===== config.mk =====
export PLATFORM = sky130hd
export DESIGN_NAME = zero_ones_run_monitor
export DESIGN_NICKNAME = d
export VERILOG_FILES = /design/src/rtl/zero_ones_run_monitor.sv
export SDC_FILE = /design/constraint.sdc
export NUM_CORES = 1
export LEC_CHECK = 0
export CORE_ASPECT_RATIO = 1.1
export CORE_UTILIZATION = 35
export DETAILED_ROUTE_END_ITERATION = 6
export PLACE_DENSITY_LB_ADDON = 0.25
export SLEW_MARGIN = 40
export SYNTH_ARGS = -nofsm -noshare
export SYNTH_HDL_FRONTEND = slang
export SYNTH_SLANG_ARGS = --single-unit
export TNS_END_PERCENT = 20

===== constraint.sdc =====
create_clock -name clk -period 2.1 [get_ports clk]
set_clock_uncertainty 0.15 [all_clocks]
set_input_delay 0.42 -clock clk [delete_from_list [all_inputs] [get_ports clk]]
set_output_delay 0.42 -clock clk [all_outputs]
set_load 0.005 [all_outputs]

===== src/rtl/zero_ones_run_monitor.sv =====
// Streaming all-zeros / all-ones word monitor with run-length tracking,
// one-cycle run_hit pulse and sticky flag. All outputs registered.
module zero_ones_run_monitor #(
  parameter int WIDTH   = 8,
  parameter int RUN_LEN = 4,
  parameter int CNT_W   = 8
) (
  input  logic             clk,
  input  logic             rst,
  input  logic             in_valid,
  input  logic [WIDTH-1:0] data,
  input  logic [1:0]       mode,
  input  logic             clear,
  output logic             out_valid,
  output logic             is_zero,
  output logic             is_ones,
  output logic             match,
  output logic [CNT_W-1:0] run_cnt,
  output logic             run_hit,
  output logic             sticky_hit,
  output logic [CNT_W-1:0] match_cnt
);

  typedef enum logic [1:0] {IDLE, COUNT, HIT} state_t;

  localparam logic [CNT_W-1:0] CNT_MAX   = '1;
  localparam logic [CNT_W-1:0] RUN_LEN_C = CNT_W'(RUN_LEN);

  state_t           state, state_n;
  logic             zero_w, ones_w, match_w;
  logic [CNT_W-1:0] run_inc, run_cnt_n, match_cnt_n;
  logic             sticky_n, hit_n;

  always_comb begin
    state_n     = state;
    run_cnt_n   = run_cnt;
    match_cnt_n = match_cnt;
    sticky_n    = sticky_hit;
    hit_n       = 1'b0;
    zero_w      = (data == '0);
    ones_w      = (data == '1);
    case (mode)
      2'b00:   match_w = zero_w;
      2'b01:   match_w = ones_w;
      2'b10:   match_w = zero_w | ones_w;
      default: match_w = 1'b0;
    endcase
    run_inc = (run_cnt == CNT_MAX) ? run_cnt : run_cnt + 1'b1;

    // clear wins over a same-cycle word: nothing is counted, no hit fires
    if (clear) begin
      state_n     = IDLE;
      run_cnt_n   = '0;
      match_cnt_n = '0;
      sticky_n    = 1'b0;
    end else if (in_valid) begin
      if (match_w) begin
        run_cnt_n   = run_inc;
        match_cnt_n = (match_cnt == CNT_MAX) ? match_cnt : match_cnt + 1'b1;
        case (state)
          IDLE, COUNT: begin
            if (run_inc == RUN_LEN_C) begin
              state_n  = HIT;
              hit_n    = 1'b1;
              sticky_n = 1'b1;
            end else begin
              state_n = COUNT;
            end
          end
          default: state_n = HIT;
        endcase
      end else begin
        state_n   = IDLE;
        run_cnt_n = '0;
      end
    end
  end

  always_ff @(posedge clk) begin
    if (rst) begin
      state <= IDLE;
    end else begin
      state <= state_n;
    end
  end

  always_ff @(posedge clk) begin
    if (rst) begin
      out_valid  <= 1'b0;
      is_zero    <= 1'b0;
      is_ones    <= 1'b0;
      match      <= 1'b0;
      run_cnt    <= '0;
      run_hit    <= 1'b0;
      sticky_hit <= 1'b0;
      match_cnt  <= '0;
    end else begin
      out_valid  <= in_valid;
      is_zero    <= in_valid & zero_w;
      is_ones    <= in_valid & ones_w;
      match      <= in_valid & match_w;
      run_cnt    <= run_cnt_n;
      run_hit    <= hit_n;
      sticky_hit <= sticky_n;
      match_cnt  <= match_cnt_n;
    end
  end

endmodule


==> flow_summary.ini <==
[worst_setup_path]
crit_fanout = 9
path_delay_family = buffers and inverters
crit_required_ns = 2.20
arrival_ns = 2.21
path_cells = clkdlybuf4s50_1 > nand4_1 > a211oi_2 > o21ba_4 > buf_4 > or3_4 > a21oi_2
r2r_slack_ns = 0.22
crit_path_start_kind = primary input
end_kind = flip-flop
crit_buf_inv = 2
slowest_stage = clkdlybuf4s50_1
criticalPathCategory = in2reg
max_stage_delay_ns = 0.51

[placement]
portBuffers = 35
dpl_cell_area_mm2 = 0.00169
dp_slack_ns = -0.354
place_inst = 222
hpwl_um = 2310
gp_congestion = 0.770

[timing]
timing.fmax_mhz = 474
fin_hold_ws_ns = 0.376
worst_slack_ns = -0.00977
final.period_utilization_pct = 100
maxSlewHeadroom_pct = 78.8
fin_crit_ns = 2.11
finalSetupViolCount = 3
finalHoldViolCount = 0
slew_viol_final = 0
tightest_slew_ns = 0.314

[final_layout]
final_cells = 227
final_layout_size_suffix_gt1_share_pct = 16.6
antennaDiodeCount = 0
stdcell_area_mm2 = 0.00176
nets = 210
nFillCells = 299
area_growth_pct = 47.5
fin_util_pct = 55.9

[synth]
ys.flop_type = dfxtp_1
ys_ff_latch = 23
syn_area_mm2 = 0.00119
yosys_warnings = 0
synth_edf_count = 0
synthArstFlopShare_pct = 0
syn_avg_cell_area_um2 = 8.30
netlist-cell-type-count = 36
synth_top_area_cell = dfxtp_1
yosysSeqAreaShare_pct = 38.5
synth.top_cell.area_share_pct = 38.5
synth.area.top_cells = dfxtp_1 (39%), a211oi_1 (5.7%), a21oi_1 (4.6%), o21ai_0 (4.6%), nand2_1 (4.1%)
syn-num-nets = 160
syn_inst = 144

[power]
power.density_mw_per_mm2 = 404
p_leak_nw = 0.646
clkPwrFrac_pct = 28.9
p_int_mw = 0.549
seqPwrFrac_pct = 61.4
combPwrFrac_pct = 9.7
vdd_drop_max_uv = 162
p_switching_mw = 0.164
switching_share_pct = 23.1

[routing]
routedWlPerCell_um = 14.2
top_layer = met4
drt-met1-wl_um = 1390
dr.first_iter.drc_count = 35
dr_wl_met2_um = 1660
dr_wl_met3_um = 122
num_vias = 1314
first_pass_iters = 6
drt-total-wl_um = 3220
drc_errors = 4
via_per_inst = 5.79
antenna_left = 0

[clocking]
clock-sinks = 23
cts_max_level = 1
cts_buffers = 3
cts_tree = yes
root_buffer = clkbuf_4
clk_pin_slew_ns = 0.12
clock_latency_ns = 0.31
clockBufferDepth = 2

[grt]
overflow = 0
grtUsageTotal_pct = 17.6
grt_max_degree = 16
grt_pass1_vias = 1187
antenna_found_initial = 0
grt_pass1_wl_um = 5120

[die]
die_y_um = 63.3
io_pins = 36
die-width_um = 57.7
fp-row-count = 21
start_util_pct = 37.9
die_area_mm2 = 0.00365
core-area_mm2 = 0.00315

[flow_run]
max_cap_viol_count = 0

[hold_path]
hold_class = reg2reg

[status]
violations = design-rule violations, negative setup slack
status = finished, violations left
## cell usage after synthesis, types with 2 or more instances
cell	count
and3_1	5
a31oi_1	2
nor2b_1	3
nand2_1	13
a211oi_1	9
clkbuf_1	9
or3_1	5
nor4_1	2
nand4_1	7
ha_1	2
a41oi_1	4
nor4_2	2
o31ai_1	3
o21ai_0	11
nand2b_1	4
nand3_1	7
dfxtp_1	23
a21oi_1	11
nor2_1	5
## area by class of cell
cell class / instances / area [um^2] / share of cell area, %
timing repair buffer: 55 / 515 / 29.2
inverter: 1 / 3.75 / 0.213
clock buffer: 4 / 26.3 / 1.49
multi-input combinational: 110 / 714 / 40.5
tap: 34 / 42.5 / 2.41
sequential: 23 / 460 / 26.1
## routing by layer
metal | vias up | track usage [%]
met3 | 6 | 2.67
met2 | 37 | 31.7
met4 | 0 | 5.36
li1 | 650 | -
met5 | - | 0
met1 | 621 | 21.1
## worst paths after layout
kind         cells after the start                         to                 startpoint
max                              7  match_cnt[7]$_SDFFE_PP0P_                    data[3]
min                              2  match_cnt[1]$_SDFFE_PP0P_  match_cnt[1]$_SDFFE_PP0P_
max reg2reg                      6      state[1]$_SDFFE_PP0P_    run_cnt[0]$_SDFFE_PP0P_
min reg2reg                      2  match_cnt[1]$_SDFFE_PP0P_  match_cnt[1]$_SDFFE_PP0P_
## power by group through the flow
stage	registers [mW]	clock network (mW)	logic [mW]
after floorplan	0.448	0	0.0215
after global placement	0.447	0	0.0639
after detailed placement	0.447	0	0.0658
after CTS	0.438	0.215	0.0665
after global routing	0.438	0.228	0.0738
final	0.438	0.206	0.0690
## cells by family (layout without fill, tap and decap cells)
kind of cell	count (synthesis)	after routing	share of synthesized area, %
compound gates	48	48	26.6
simple gates	59	59	27.9
flops	23	23	38.5
buf+inv	11	60	4.08
mux	1	1	0.838
fa+ha+maj	2	2	2.09
## cell usage in the layout (no fill, tap or decap), types with 2 or more instances in the layout
cell,netlist,final
a211oi_1,9,8
a21oi_1,11,10
a31oi_1,2,2
a41oi_1,4,4
and3_1,5,5
buf_4,0,20
clkbuf_4,0,3
clkdlybuf4s50_1,0,29
dfxtp_1,23,23
dlymetal6s2s_1,0,6
ha_1,2,2
nand2_1,13,13
nand2b_1,4,4
nand3_1,7,7
nand4_1,7,7
nor2_1,5,5
nor2b_1,3,3
nor4_1,2,2
o21ai_0,11,11
o31ai_1,3,3
or3_1,5,4
## tightest hold or removal path, delay by kind of cell, from the launching register on
family,cells,cell delay [ns]
flops,1,0.35
compound gates,2,0.14
## metrics by stage
| stage | setup TNS (ns) | total power [mW] |
|---|---|---|
| 3_3_place_gp | -2.61 | 0.511 |
| 3_5_place_dp | -3.90 | 0.513 |
| 5_1_grt | -0.222 | 0.740 |
| 2_1_floorplan | 0 | 0.469 |
| 4_1_cts | 0 | 0.719 |
| 6_report | -0.0155 | 0.713 |
## registers in the layout, summed over array words and instances (netlist names)
name,cells
is_ones,1
is_zero,1
match,1
match_cnt,8
out_valid,1
run_cnt,8
run_hit,1
state,1
sticky_hit,1
## what timing repair did
action | CTS | global route
setup endpoints to repair | 6 | 7
pin swaps | 0 | 7
gates resized for setup | 1 | 11
hold buffers | 0 | 0
setup buffers | 0 | 1
Note: power is estimated with default switching activity, not from simulation.
